## config.mk

```make
export PLATFORM = sky130hd
export DESIGN_NAME = svm_serial_mac_classifier
export DESIGN_NICKNAME = d
export VERILOG_FILES = /design/src/rtl/svm_pkg.sv /design/src/rtl/svm_mac_lane.sv /design/src/rtl/svm_serial_mac_classifier.sv
export SDC_FILE = /design/constraint.sdc
export NUM_CORES = 1
export LEC_CHECK = 0
export CAP_MARGIN = 20
export CORE_MARGIN = 2
export CORE_UTILIZATION = 31
export DETAILED_ROUTE_END_ITERATION = 12
export GPL_TIMING_DRIVEN = 0
export PLACE_DENSITY_LB_ADDON = 0.05
export SLEW_MARGIN = 0
export SYNTH_ARGS = -nofsm -noshare
export SYNTH_HDL_FRONTEND = slang
export SYNTH_SLANG_ARGS = --single-unit
```

## constraint.sdc

```tcl
create_clock -name clk -period 7 [get_ports clk]
set_input_delay 1.05 -clock clk [delete_from_list [all_inputs] [get_ports clk]]
set_output_delay 1.05 -clock clk [all_outputs]
set_load 0.05 [all_outputs]
```

## src/rtl/svm_pkg.sv

```systemverilog
// Shared definitions for the serial-MAC linear SVM scorer: FSM state codes,
// a constant-evaluable clog2 and the output saturation helper.
package svm_pkg;

  localparam logic [1:0] ST_IDLE   = 2'd0;
  localparam logic [1:0] ST_MAC    = 2'd1;
  localparam logic [1:0] ST_ARGMAX = 2'd2;
  localparam logic [1:0] ST_DONE   = 2'd3;

  // Ceiling log2, usable in parameter/localparam expressions.
  function automatic int clog2(input int value);
    int r;
    r = 0;
    while ((1 << r) < value) begin
      r++;
    end
    return r;
  endfunction

  // Clamp a sign-extended accumulator into the range of an out_w-bit signed value.
  // The caller truncates the result to out_w bits.
  function automatic logic signed [63:0] sat(input logic signed [63:0] acc, input int out_w);
    logic signed [63:0] hi;
    logic signed [63:0] lo;
    hi = (64'sd1 <<< (out_w - 1)) - 64'sd1;
    lo = -(64'sd1 <<< (out_w - 1));
    if (acc > hi) begin
      return hi;
    end
    if (acc < lo) begin
      return lo;
    end
    return acc;
  endfunction

endpackage

```

## src/rtl/svm_mac_lane.sv

```systemverilog
// One multiply-accumulate lane: loads the sign-extended intercept, then adds
// unsigned feature times signed weight once per enabled cycle.
module svm_mac_lane
  import svm_pkg::*;
#(
  parameter int IN_W  = 4,
  parameter int W_W   = 8,
  parameter int B_W   = 12,
  parameter int ACC_W = 18
) (
  input  logic                    clk,
  input  logic                    rst_n,
  input  logic                    load,
  input  logic                    en,
  input  logic signed [B_W-1:0]   bias,
  input  logic [IN_W-1:0]         x,
  input  logic signed [W_W-1:0]   w,
  output logic signed [ACC_W-1:0] acc
);

  logic signed [ACC_W-1:0] w_x_ext;
  logic signed [ACC_W-1:0] w_w_ext;
  logic signed [ACC_W-1:0] w_prod;
  logic signed [ACC_W-1:0] r_acc;

  // The feature is unsigned: a zero MSB keeps it non-negative before widening.
  assign w_x_ext = ACC_W'($signed({1'b0, x}));
  assign w_w_ext = ACC_W'(w);
  // ACC_W is sized so the product and running sum never wrap.
  assign w_prod  = w_x_ext * w_w_ext;

  // Accumulator: bias load has priority over accumulation.
  always_ff @(posedge clk or negedge rst_n) begin
    if (!rst_n) begin
      r_acc <= '0;
    end else if (load) begin
      r_acc <= ACC_W'(bias);
    end else if (en) begin
      r_acc <= r_acc + w_prod;
    end
  end

  assign acc = r_acc;

endmodule

```

## src/rtl/svm_serial_mac_classifier.sv

```systemverilog
// Time-multiplexed linear SVM scorer: one feature per cycle, one MAC lane per
// class, serial argmax, saturated registered scores with valid/ready handshakes.
module svm_serial_mac_classifier
  import svm_pkg::*;
#(
  parameter int NUM_FEAT  = 11,
  parameter int IN_W      = 4,
  parameter int W_W       = 8,
  parameter int B_W       = 12,
  parameter int NUM_CLASS = 1,
  parameter int OUT_W     = 13,
  // Feature 0 is the least-significant byte (4), feature 10 the most (28).
  parameter logic [NUM_CLASS*NUM_FEAT*W_W-1:0] WEIGHTS =
    {8'h1C, 8'h08, 8'h0C, 8'hB4, 8'hFC, 8'h09, 8'h00, 8'h39, 8'h00, 8'hE0, 8'h04},
  parameter logic [NUM_CLASS*B_W-1:0] INTERCEPTS = 12'd1357,
  localparam int CLS_W = (NUM_CLASS > 1) ? clog2(NUM_CLASS) : 1
) (
  input  logic                         clk,
  input  logic                         rst_n,
  input  logic                         in_valid,
  output logic                         in_ready,
  input  logic [NUM_FEAT*IN_W-1:0]     inp,
  output logic                         out_valid,
  input  logic                         out_ready,
  output logic [NUM_CLASS*OUT_W-1:0]   out,
  output logic [CLS_W-1:0]             out_class
);

  localparam int ACC_A    = B_W + 1;
  localparam int ACC_B    = W_W + IN_W + 1 + clog2(NUM_FEAT) + 1;
  localparam int ACC_W    = (ACC_A > ACC_B) ? ACC_A : ACC_B;
  // Counter runs 0..NUM_FEAT; the final value is a drain cycle with no MAC.
  localparam int CNT_W    = (clog2(NUM_FEAT + 1) > 0) ? clog2(NUM_FEAT + 1) : 1;
  // Power-of-two padded tables so every counter/index value selects a real entry.
  localparam int FEAT_PAD = 1 << CNT_W;
  localparam int CLS_PAD  = 1 << CLS_W;

  logic [1:0]                  r_state;
  logic [1:0]                  w_state_next;
  logic [CNT_W-1:0]            r_feat_cnt;
  logic [NUM_FEAT*IN_W-1:0]    r_inp;
  logic [CLS_W-1:0]            r_arg_idx;
  logic [CLS_W-1:0]            r_best_idx;
  logic [CLS_W-1:0]            w_best_idx_next;
  logic signed [ACC_W-1:0]     r_best_val;
  logic signed [ACC_W-1:0]     w_best_val_next;
  logic                        r_in_ready;
  logic                        r_out_valid;
  logic [NUM_CLASS*OUT_W-1:0]  r_out;
  logic [NUM_CLASS*OUT_W-1:0]  w_out_sat;
  logic [CLS_W-1:0]            r_out_class;

  logic [IN_W-1:0]             w_feat [FEAT_PAD];
  logic signed [W_W-1:0]       w_wt   [NUM_CLASS][FEAT_PAD];
  logic signed [ACC_W-1:0]     w_acc  [CLS_PAD];
  logic [IN_W-1:0]             w_x;

  logic                        w_accept;
  logic                        w_en;
  logic                        w_mac_last;
  logic                        w_arg_last;
  logic                        w_enter_done;
  logic                        w_release;
  logic                        w_take;

  genvar gi;
  genvar gj;

  // Feature mux over the latched vector; padding slots read as zero.
  for (gi = 0; gi < FEAT_PAD; gi++) begin : g_feat
    if (gi < NUM_FEAT) begin : g_real
      assign w_feat[gi] = r_inp[gi*IN_W +: IN_W];
    end else begin : g_pad
      assign w_feat[gi] = '0;
    end
  end

  assign w_x = w_feat[r_feat_cnt];

  // Per-class weight tables, MAC lanes and saturated score slices.
  for (gi = 0; gi < NUM_CLASS; gi++) begin : g_cls
    for (gj = 0; gj < FEAT_PAD; gj++) begin : g_wt
      if (gj < NUM_FEAT) begin : g_real
        assign w_wt[gi][gj] = WEIGHTS[(gi*NUM_FEAT + gj)*W_W +: W_W];
      end else begin : g_pad
        assign w_wt[gi][gj] = '0;
      end
    end

    svm_mac_lane #(
      .IN_W  (IN_W),
      .W_W   (W_W),
      .B_W   (B_W),
      .ACC_W (ACC_W)
    ) u_lane (
      .clk   (clk),
      .rst_n (rst_n),
      .load  (w_accept),
      .en    (w_en),
      .bias  (INTERCEPTS[gi*B_W +: B_W]),
      .x     (w_x),
      .w     (w_wt[gi][r_feat_cnt]),
      .acc   (w_acc[gi])
    );

    assign w_out_sat[gi*OUT_W +: OUT_W] = OUT_W'(sat(64'(w_acc[gi]), OUT_W));
  end

  for (gi = NUM_CLASS; gi < CLS_PAD; gi++) begin : g_acc_pad
    assign w_acc[gi] = '0;
  end

  // State register.
  always_ff @(posedge clk or negedge rst_n) begin
    if (!rst_n) begin
      r_state <= ST_IDLE;
    end else begin
      r_state <= w_state_next;
    end
  end

  // Next-state logic; argmax is bypassed for a single score.
  always_comb begin
    w_state_next = r_state;
    case (r_state)
      ST_IDLE:   if (w_accept)   w_state_next = ST_MAC;
      ST_MAC:    if (w_mac_last) w_state_next = (NUM_CLASS > 1) ? ST_ARGMAX : ST_DONE;
      ST_ARGMAX: if (w_arg_last) w_state_next = ST_DONE;
      ST_DONE:   if (out_ready)  w_state_next = ST_IDLE;
      default:                   w_state_next = ST_IDLE;
    endcase
  end

  // FSM-decoded control strobes.
  always_comb begin
    w_accept     = 1'b0;
    w_en         = 1'b0;
    w_mac_last   = 1'b0;
    w_arg_last   = 1'b0;
    w_release    = 1'b0;
    case (r_state)
      ST_IDLE: begin
        w_accept = in_valid && r_in_ready;
      end
      ST_MAC: begin
        w_en       = (r_feat_cnt != CNT_W'(NUM_FEAT));
        w_mac_last = (r_feat_cnt == CNT_W'(NUM_FEAT));
      end
      ST_ARGMAX: begin
        w_arg_last = (r_arg_idx == CLS_W'(NUM_CLASS - 1));
      end
      ST_DONE: begin
        w_release = out_ready;
      end
      default: begin
        w_accept = 1'b0;
      end
    endcase
    w_enter_done = (w_state_next == ST_DONE) && (r_state != ST_DONE);
  end

  // Argmax step: strictly greater replaces the best, so ties keep the lowest index.
  always_comb begin
    w_take          = (w_acc[r_arg_idx] > r_best_val);
    w_best_idx_next = w_take ? r_arg_idx : r_best_idx;
    w_best_val_next = w_take ? w_acc[r_arg_idx] : r_best_val;
  end

  // Input latch, feature counter and argmax tracking.
  always_ff @(posedge clk or negedge rst_n) begin
    if (!rst_n) begin
      r_inp      <= '0;
      r_feat_cnt <= '0;
      r_arg_idx  <= '0;
      r_best_idx <= '0;
      r_best_val <= '0;
    end else begin
      if (w_accept) begin
        r_inp      <= inp;
        r_feat_cnt <= '0;
      end else if (w_en) begin
        r_feat_cnt <= r_feat_cnt + CNT_W'(1);
      end
      if (w_mac_last) begin
        r_arg_idx  <= CLS_W'(1);
        r_best_idx <= '0;
        r_best_val <= w_acc[0];
      end else if (r_state == ST_ARGMAX) begin
        r_arg_idx  <= r_arg_idx + CLS_W'(1);
        r_best_idx <= w_best_idx_next;
        r_best_val <= w_best_val_next;
      end
    end
  end

  // in_ready is registered so it stays low while reset is held and rises one edge after release.
  always_ff @(posedge clk or negedge rst_n) begin
    if (!rst_n) begin
      r_in_ready <= 1'b0;
    end else begin
      r_in_ready <= (w_state_next == ST_IDLE);
    end
  end

  // Result registers: capture on DONE entry, hold until the output handshake.
  always_ff @(posedge clk or negedge rst_n) begin
    if (!rst_n) begin
      r_out       <= '0;
      r_out_class <= '0;
      r_out_valid <= 1'b0;
    end else begin
      if (w_enter_done) begin
        r_out       <= w_out_sat;
        r_out_class <= (NUM_CLASS > 1) ? w_best_idx_next : '0;
        r_out_valid <= 1'b1;
      end else if (w_release) begin
        r_out_valid <= 1'b0;
      end
    end
  end

  assign in_ready  = r_in_ready;
  assign out_valid = r_out_valid;
  assign out       = r_out;
  assign out_class = r_out_class;

endmodule

```

==> Word level (Yosys, flattened, before mapping) <==
Memory sizes are Yosys's and may differ from the RTL's.
Index checks and enable logic that the tools add are counted.
{ "classes": {"magnitude_cmp": 3, "n_mul": 1, "n_addsub": 3, "n_eq_ne": 7, "n_mux": 30, "bitwise": 2, "reduce_logical": 7} }
{ "op_table": {"columns": ["operator", "n"], "rows": [
  ["2-to-1 mux 13 bit", 4],
  ["2-to-1 mux 18 bit", 2],
  ["adder 18 x 13 -> 18 bit", 1],
  ["> comparator 18 x 13 -> 1 bit, second input constant", 1],
  ["< comparator 18 x 13 -> 1 bit, second input constant", 1],
  ["binary-select mux 4 bit (select 4 bit)", 1],
  ["2-to-1 mux 4 bit", 4],
  ["2-to-1 mux 8 bit", 2],
  ["multiplier 5 x 8 -> 13 bit", 1],
  ["2-to-1 mux 1 bit", 12],
  ["2-to-1 mux 2 bit", 4],
  ["case mux 2 bit (4 select lines)", 1],
  ["== test 2 bit, second input constant", 3],
  ["nonzero test 2 bit", 3],
  [">= comparator 5 bit, second input constant", 1],
  ["inverter 4 -> 5 bit", 1],
  ["adder 4 x 1 -> 4 bit, second input constant", 1],
  ["== test 4 bit, second input constant", 1],
  ["zero test 2 bit", 2],
  ["!= test 4 bit, second input constant", 1],
  ["== test 2 x 1 -> 1 bit, second input constant", 1],
  ["logical AND 1 bit", 2],
  ["!= test 2 bit, second input constant", 1],
  ["adder 1 bit, second input constant", 1],
  ["inverter 1 bit", 1]
]} }
{ "word_totals": {"n_memories": 1, "wordCells": 62, "inputBits": 48, "rom_bits": 128, "register_bits": 84} }
{ "mem_list": {"columns": ["name", "words", "word_bits", "rd", "rd_ports_with_merged_regs", "write_ports", "line_no", "rtl"], "rows": [
  ["(name not given)", 16, 8, 1, 0, 0, "svm_serial_mac_classifier.sv:102", ".w (w_wt[gi][r_feat_cnt]),"]
]} }

==> Longest topological paths before layout <==
Gate-level depths: netlist of run 1.
{ "depth": {"ltp_word": 8, "depth_mapped": 22, "mapped_depth_nobuf": 19} }

==> Cells and area by module <==
From an unflattened synthesis of run 1, not the netlist that was laid out.
{ "hier_totals": {"cells_unflattened": 636, "hier_area_um2": 6301.0} }
{ "modules_own_cells": {"columns": ["module", "cells_each", "seq_area_each_um2", "area_per_inst_um2", "instances"], "rows": [
  ["svm_serial_mac_classifier", 270, 1651.6, 3209.3, 1],
  ["svm_mac_lane", 366, 450.4, 3091.7, 1]
]} }

==> Worst setup path after synthesis of run 1 <==
Ideal clock, no wire load.
{ "synth_timing": {"path_kind": "register -> register", "startpoint": "register r_feat_cnt[0]", "endpoint": "register g_cls[0].u_lane.r_acc[16]", "setup_time_ns": 0.069, "required_ns": 6.931, "arrival_ns": 4.735, "slack_ns": 2.196, "path_stages_with_launch": 20, "path_cell_list": "dfrtp_1 > buf_6 > buf_6 > mux4_2 > nand2_1 > a21oi_1 > a21oi_2 > nor2_1 > fa_1 > fa_1 > inv_1 > fa_1 > inv_1 > ha_1 > a21o_1 > a21oi_1 > o21ai_0 > o22ai_2 > or4_1 > nand3_1"} }
{ "synth_between": {"elab_chain_len": 8, "elab_cells_between_ends": 14, "cone_classes": "add/sub: 1; mul: 1; eq/ne: 1; mux: 8; bitwise: 1; reduce/logical: 1; memory: 1"} }
{ "synth_rtl": {"columns": ["element", "line_no", "rtl"], "rows": [
  ["from (decl)", "svm_serial_mac_classifier.sv:40", "logic [CNT_W-1:0] r_feat_cnt;"],
  ["from (signal assigned)", "svm_serial_mac_classifier.sv:182", "r_feat_cnt <= r_feat_cnt + CNT_W'(1);"],
  ["inverter 4 -> 5 bit (not written as such)", "svm_serial_mac_classifier.sv:78, svm_serial_mac_classifier.sv:102", null],
  ["memory read (16 x 8 bit) or binary-select mux 4 bit (select 4 bit) (tied branches)", null, null],
  ["2-to-1 mux 8 bit (not written as such) or 2-to-1 mux 4 bit (tied branches) (2 in series)", "svm_serial_mac_classifier.sv:102, svm_serial_mac_classifier.sv:78", null],
  ["multiplier 5 x 8 -> 13 bit", "svm_mac_lane.sv:30", "assign w_prod = w_x_ext * w_w_ext;"],
  ["adder 18 x 13 -> 18 bit", "svm_mac_lane.sv:39", "r_acc <= r_acc + w_prod;"],
  ["2-to-1 mux 18 bit", "svm_mac_lane.sv:38", "end else if (en) begin"],
  ["2-to-1 mux 18 bit", "svm_mac_lane.sv:36", "end else if (load) begin"],
  ["to (signal assigned)", "svm_mac_lane.sv:37", "r_acc <= ACC_W'(bias);"],
  ["to (signal assigned)", "svm_mac_lane.sv:39", null],
  ["to (decl)", "svm_mac_lane.sv:24", "logic signed [ACC_W-1:0] r_acc;"]
]} }
Parallel ways exist; a longest one is shown, timed or not. The select of a mux whose other input is x is not followed.
A chain may end at the register's enable or synchronous reset.

==> Final worst setup path of run 1 <==
{ "layout_timing": {"startpoint": "register r_feat_cnt[1]", "endpoint": "register g_cls[0].u_lane.r_acc[15]"} }
The elaborated chain is that of the path after synthesis.

==> qor.yml, run 1 <==
worstPathRequired_ps: 7210
grt_use_total_pct: 17.1
critical_path_class: "reg -> reg"
grt_max_degree: 58
hold_viol_final: 0
synth_cells: 686
drive_gt1_share_pct: 5.75
clk_latency_ps: 350
regArea_mm2: 0.00210
rows: 50
drt_wl_total_um: 15900
cts_setup_buffers: 0
cp_slowest_cell: "nor2_1"
first_global_vias: 5171
ys_seq_area_share_pct: 35.3
cts_buffer_depth: 2
clkSinkCount: 84
die_h_um: 143
dr_wl_met2_um: 8000
die_x_um: 143
post-dp-hpwl_um: 12600
synthArstFlopShare_pct: 100
synth_edf_count: 0
status: "finished clean"
cts_resized: 0
dr.pass1.iters: 4
num_vias: 4726
finalSetupViolCount: 0
fin_nets: 886
hold_depth: 2
ant_nets: 0
cap_violations: 0
max_stage_delay_ps: 680
finalCriticalPeriod_ps: 5820
wl_per_cell_um: 15.9
antenna_found_initial: 0
antenna_cells: 0
avgSynthCellArea_um2: 8.67
gr-total-overflow: 0
cpMostUsedCell: "fa_1"
place.gp.congestion: 0.787
min_path_type: "reg -> reg"
power_leakage_nw: 3.52
numPortBuffers: 62
final.period_utilization_pct: 83.2
synth_top_area_share_pct: 35.3
grt_pass1_wl_um: 26700
cts_root_buffer: "clkbuf_16"
tightest_slew_ps: 809
io_pins: 64
synth_area_mm2: 0.00595
drtIter0Drc: 240
routedLengthMet1_um: 7180
fmax_mhz: 172
rsz0062_at_grt: "no"
synth.distinct_cells: 46
crit_fanout: 10
cts_tree: "done"
synthTopCellsByArea: "dfrtp_1, fa_1, nand2_1, ha_1, inv_1"
drc: 0
die_area_mm2: 0.0203
syn_to_final_growth_pct: 21.3
fillerInstances: 1998
r2r_cells: 19
ir_drop_mv: 0.144
dr_wl_met3_um: 418
hold_buffers: 0
crit_path_start_kind: "register"
relSlewSlack_pct: 45.9
synth_top_flop_cell: "dfrtp_1"
end_kind: "register"
syn_nets: 812
power_mw: 3.79
cts_inserted_buffers: 9
multi_input_area_mm2: 0.00341
power_density_mw_per_mm2: 525
synth-seq-cells: 84
vias_per_cell: 4.73
ys_warn_count: 0
fin_worst_skew_ps: 7.77
arrival_ps: 6030
crit_chain: "buf_2, buf_2, mux4_2, nand2_1, a21oi_1, a21oi_2, nor2_1, fa_1, fa_1, inv_1, fa_1, inv_1, ha_1, a21oi_1, o211ai_1, and3_1, o21ai_0, xor2_1, o21ai_0"
core_region_area_mm2: 0.0188
yosys.area.top_type: "dfrtp_1"
highest_layer: "met4"
fin_setup_tns_ps: 0
finalMaxSlewViolations: 0
clk_pin_slew_worst_paths_ps: 70
cts_max_level: 3
initial_utilization_pct: 31.7
-- worst max-delay path: cells and delay by family, from the launching register on --
family / cells / cell delay (ps)
adders and majority gates: 4 / 1940
xor gates and xnor gates: 1 / 180
AOI/OAI and AO/OA: 6 / 1270
muxes: 1 / 240
buffers and inverters: 4 / 680
DFF: 1 / 410
and+or+nand+nor: 3 / 980
-- area by class of cell --
cell class / count / share of cell area, %
Sequential cell: 84 / 29.1
Tap cell: 234 / 4.06
Inverter: 79 / 4.11
Timing Repair Buffer: 63 / 8.95
Multi-Input combinational cell: 492 / 47.2
Buffer: 31 / 1.94
Clock buffer: 10 / 3.31
Clock inverter: 6 / 1.27
-- synthesized netlist by cell type (3+ instances only) --
library cell	number
nand2_1	178
dfrtp_1	84
inv_1	78
o21ai_0	55
ha_1	44
nor2_1	42
fa_1	34
a21oi_1	27
clkbuf_1	24
nand3_1	12
nand2b_1	9
xnor2_1	9
xor2_1	9
mux4_2	8
a21o_1	7
a31oi_1	6
nor3_1	5
a21oi_2	4
and3_1	4
buf_2	4
mux2i_1	4
nand4_1	4
nor2b_1	3
o31ai_1	3
-- final timing paths --
| kind | slack (ps) | start | endpoint |
|---|---|---|---|
| min | 470 | r_inp[23]$_DFFE_PN0P_ | r_inp[23]$_DFFE_PN0P_ |
| min reg2reg | 470 | r_inp[23]$_DFFE_PN0P_ | r_inp[23]$_DFFE_PN0P_ |
| max reg2reg | 1180 | r_feat_cnt[1]$_DFFE_PN0P_ | g_cls[0].u_lane.acc[15]$_DFFE_PN0P_ |
| max in group asynchronous | 5740 | rst_n | r_inp[38]$_DFFE_PN0P_ |
| min in group asynchronous | 620 | rst_n | r_inp[3]$_DFFE_PN0P_ |
| max | 1180 | r_feat_cnt[1]$_DFFE_PN0P_ | g_cls[0].u_lane.acc[15]$_DFFE_PN0P_ |
-- report_power, final --
group | internal [mW] | switching (mW) | total [mW]
clock | 0.326 | 0.220 | 0.546
combinational | 0.875 | 1.48 | 2.35
sequential | 0.722 | 0.170 | 0.892
-- registers in the layout, indices dropped and copies added (netlist names) --
register	count
g_cls.u_lane.acc	18
in_ready	1
out	13
out_valid	1
r_arg_idx	1
r_feat_cnt	4
r_inp	44
r_state	2
-- metrics by stage --
| stage | cells | hold slack (ps) | area [µm²] | worst slack [ps] | util, % |
|---|---|---|---|---|---|
| final | 999 | 472 | 7220 | 1180 | 38.5 |
| after global routing | 999 | 496 | 7220 | 888 | 38.5 |
| after CTS | 999 | 478 | 7220 | 1140 | 38.5 |
| after detailed placement | 983 | 461 | 6890 | 1180 | 36.7 |
| after global placement | 982 | 453 | 6860 | 1190 | 36.6 |
| after floorplan | 686 | 440 | 5950 | 2200 | - |
-- cells by family (layout without fill, tap and decap cells) --
| kind of cell | count (synthesis) | count (layout) | share of synthesized area [%] |
|---|---|---|---|
| simple gates | 265 | 265 | 18.4 |
| compound gates | 117 | 117 | 11.7 |
| buf+inv | 110 | 189 | 7.34 |
| flops | 84 | 84 | 35.3 |
| fa+ha+maj | 78 | 78 | 20.7 |
| xor+xnor | 18 | 18 | 2.65 |
| mux | 13 | 13 | 3.89 |
| other cells | 1 | 1 | 0.0630 |
-- per-layer routing --
metal  global-route usage [%]  up-vias
met5                        0        -
met4                     4.95        0
met3                     2.76       20
met2                     30.2       58
met1                     21.4     2292
li1                         -     2356
-- cell usage in the layout, fill, tap and decap left out, types with 3 or more instances in the layout --
cell type / synthesis / layout
a21oi_1: 27 / 27
and3_1: 4 / 4
nand2b_1: 9 / 9
a21o_1: 7 / 7
mux4_2: 8 / 8
nand3_1: 12 / 12
inv_6: 0 / 3
nor2_1: 42 / 42
nand2_1: 178 / 178
inv_1: 78 / 78
xor2_1: 9 / 9
dfrtp_1: 84 / 84
fa_1: 34 / 34
buf_2: 4 / 4
a21oi_2: 4 / 4
clkbuf_16: 0 / 9
clkbuf_1: 24 / 24
ha_1: 44 / 44
nor2b_1: 3 / 3
xnor2_1: 9 / 9
nor3_1: 5 / 5
a31oi_1: 6 / 6
o31ai_1: 3 / 3
nand4_1: 4 / 4
clkdlybuf4s50_1: 0 / 61
mux2i_1: 4 / 4
o21ai_0: 55 / 55
No activity file was read; power rests on OpenSTA's default activity.
==> run 2: changes to the inputs <==
==> constraint.sdc (replaced) <==
create_clock -name clk -period 5.8 [get_ports clk]
set_input_delay 0.87 -clock clk [delete_from_list [all_inputs] [get_ports clk]]
set_output_delay 0.87 -clock clk [all_outputs]
set_load 0.05 [all_outputs]
==> run 2 against run 1 <==
  * Global-route usage unchanged
  * Utilization up 0.18 points
  * Critical path depth unchanged
  * Combinational power up 23%
  * Non-clock buffer count unchanged
  * Via count down 0.23%
  * Sequential share of layout area down 0.14 points
  * Clock-buffer cell count unchanged
  * Critical path type unchanged
==> qor.yml, run 2 (synthesis gave the netlist of run 1 again) <==
status: "finished clean"
die_h_um: 143
p_comb_share_pct: 62.4
drtIter0Drc: 219
rows: 50
largest_register_ffs: 44
r2r_cells: 19
fin_nets: 886
netSwitchingFraction_pct: 49.5
top_register: "r_inp"
p_sw_mw: 2.28
cp_slowest_cell: "fa_1"
clk_latency_ps: 350
cap_violations: 0
rsz0062_at_grt: "no"
intPower_mw: 2.33
drt_wl_total_um: 16000
finalSetupViolCount: 0
timing.rr.end: "g_cls[0].u_lane.acc[15]$_DFFE_PN0P_"
cpMostUsedCell: "fa_1"
die_x_um: 143
drive_gt1_share_pct: 6.14
cts_setup_buffers: 0
whs_ps: 442
core_region_area_mm2: 0.0188
rrSetupSlack_ps: 340
grt_max_degree: 58
ant_nets: 0
worstPathRequired_ps: 6010
power_leakage_nw: 3.53
ir_drop_mv: 0.174
relSlewSlack_pct: 59.4
fin_util_pct: 38.6
fin_worst_skew_ps: 7.94
grt_pass1_wl_um: 26700
grt_use_total_pct: 17.1
cts_tree: "done"
finalCriticalPeriod_ps: 5460
layout_common_cells: "nand2_1, dfrtp_1, inv_1, clkdlybuf4s50_1, o21ai_0"
cts_inserted_buffers: 9
crit_chain: "buf_2, buf_2, mux4_2, nand2_1, a21oi_1, a21oi_4, nor2_1, fa_1, inv_1, fa_1, fa_1, inv_1, ha_1, a21oi_2, o211ai_1, and3_1, o21ai_0, xor2_1, o21ai_0"
drc: 0
io_pins: 64
post-dp-hpwl_um: 12600
r2r_start: "r_feat_cnt[1]$_DFFE_PN0P_"
final_common_cell: "nand2_1"
initial_utilization_pct: 31.7
tightest_slew_ps: 610
final.period_utilization_pct: 94.1
vias_per_cell: 4.72
cts_max_level: 3
max_stage_delay_ps: 550
end_kind: "register"
antenna_found_initial: 0
clkSinkCount: 84
min_path_type: "in -> async"
fmax_mhz: 183
crit_path_start: "r_feat_cnt[1]$_DFFE_PN0P_"
clk_pin_slew_worst_paths_ps: 70
critical_path_class: "reg -> reg"
syn_to_final_growth_pct: 21.9
crit_fanout: 10
hold_buffers: 0
p_clk_share_pct: 14.3
cts_buffer_depth: 2
finalMaxSlewViolations: 0
power_density_mw_per_mm2: 636
dr.pass1.iters: 4
arrival_ps: 5670
antenna_cells: 0
num_vias: 4715
hold_viol_final: 0
gr-total-overflow: 0
pwr-share-seq_pct: 23.3
crit_path_start_kind: "register"
wl_per_cell_um: 16.0
place.gp.congestion: 0.787
first_global_vias: 5171
cts_root_buffer: "clkbuf_16"
die_area_mm2: 0.0203
numPortBuffers: 62
run 2: cell count changes in the layout (fill, tap and decap cells not counted):
cell and change:
nor2_1 -2, a21oi_2 -1, nor2_4 +2, a21oi_4 +2, a21oi_1 -1
run 2: routing by layer:
metal | vias to the layer above | track usage (%) | wire [µm]
li1 | 2359 | - | -
met1 | 2284 | 21.4 | 7300
met2 | 52 | 30.2 | 7970
met3 | 20 | 2.76 | 378
met4 | 0 | 4.95 | 311
met5 | - | 0 | 0
run 2: worst max path at each step:
stage                                                endpoint  slack (ps)
after floorplan           g_cls[0].u_lane.acc[16]$_DFFE_PN0P_        1000
after global routing      g_cls[0].u_lane.acc[15]$_DFFE_PN0P_          50
after global placement    g_cls[0].u_lane.acc[15]$_DFFE_PN0P_         -10
after CTS                 g_cls[0].u_lane.acc[15]$_DFFE_PN0P_          70
final                     g_cls[0].u_lane.acc[15]$_DFFE_PN0P_         340
after detailed placement  g_cls[0].u_lane.acc[15]$_DFFE_PN0P_         -20
run 2: cell type report:
class	instances	area, µm²
Fill cell	1994	11500
Clock inverter	6	91.3
Tap cell	234	293
Inverter	79	297
Timing Repair Buffer	63	646
Multi-Input combinational cell	492	3440
Sequential cell	84	2100
Clock buffer	10	239
Buffer	31	140
run 2: what timing repair did:
item | CTS | global route
endpoints found under the setup margin | 1 | 4
gates resized for setup | 2 | 5
cloned | 0 | 0
run 2: stage by stage:
step	instances	TNS [ps]	instance area (µm²)	total power [mW]	worst slack, ps
after floorplan	686	0	5950	3.13	996
after global placement	982	-10.5	6860	3.93	-10.5
after detailed placement	983	-24.5	6890	3.96	-24.5
after CTS	999	0	7220	4.65	70.2
after global routing	999	0	7250	5.12	53.9
final	999	0	7250	4.61	340
run 2: worst max-delay path: cells and delay by family, from the launching register on:
family          cells  cell delay [ps]
fa+ha+maj           4             1930
xor+xnor            1              170
mux                 1              350
simple gates        3              450
buf+inv             4              660
compound gates      6             1360
flops               1              410
run 2: power by group through the flow:
stage,clock [mW],combinational (mW),sequential (mW)
6_report,0.660,2.88,1.08
5_1_grt,0.700,3.31,1.12
4_1_cts,0.675,2.89,1.09
3_5_place_dp,0,2.87,1.09
3_3_place_gp,0,2.84,1.09
2_1_floorplan,0,1.95,1.18
==> run 3: changes to the inputs <==
--- a/config.mk
+++ b/config.mk
@@ -8,6 +8,7 @@
 export CAP_MARGIN = 20
 export CORE_MARGIN = 2
 export CORE_UTILIZATION = 31
+export CTS_BUF_LIST = sky130_fd_sc_hd__clkbuf_4 sky130_fd_sc_hd__clkbuf_8 sky130_fd_sc_hd__clkbuf_16
 export DETAILED_ROUTE_END_ITERATION = 12
 export GPL_TIMING_DRIVEN = 0
 export PLACE_DENSITY_LB_ADDON = 0.05
==> results of run 3 <==
No change in the layout: final DEF, timing and power equal those of run 2.
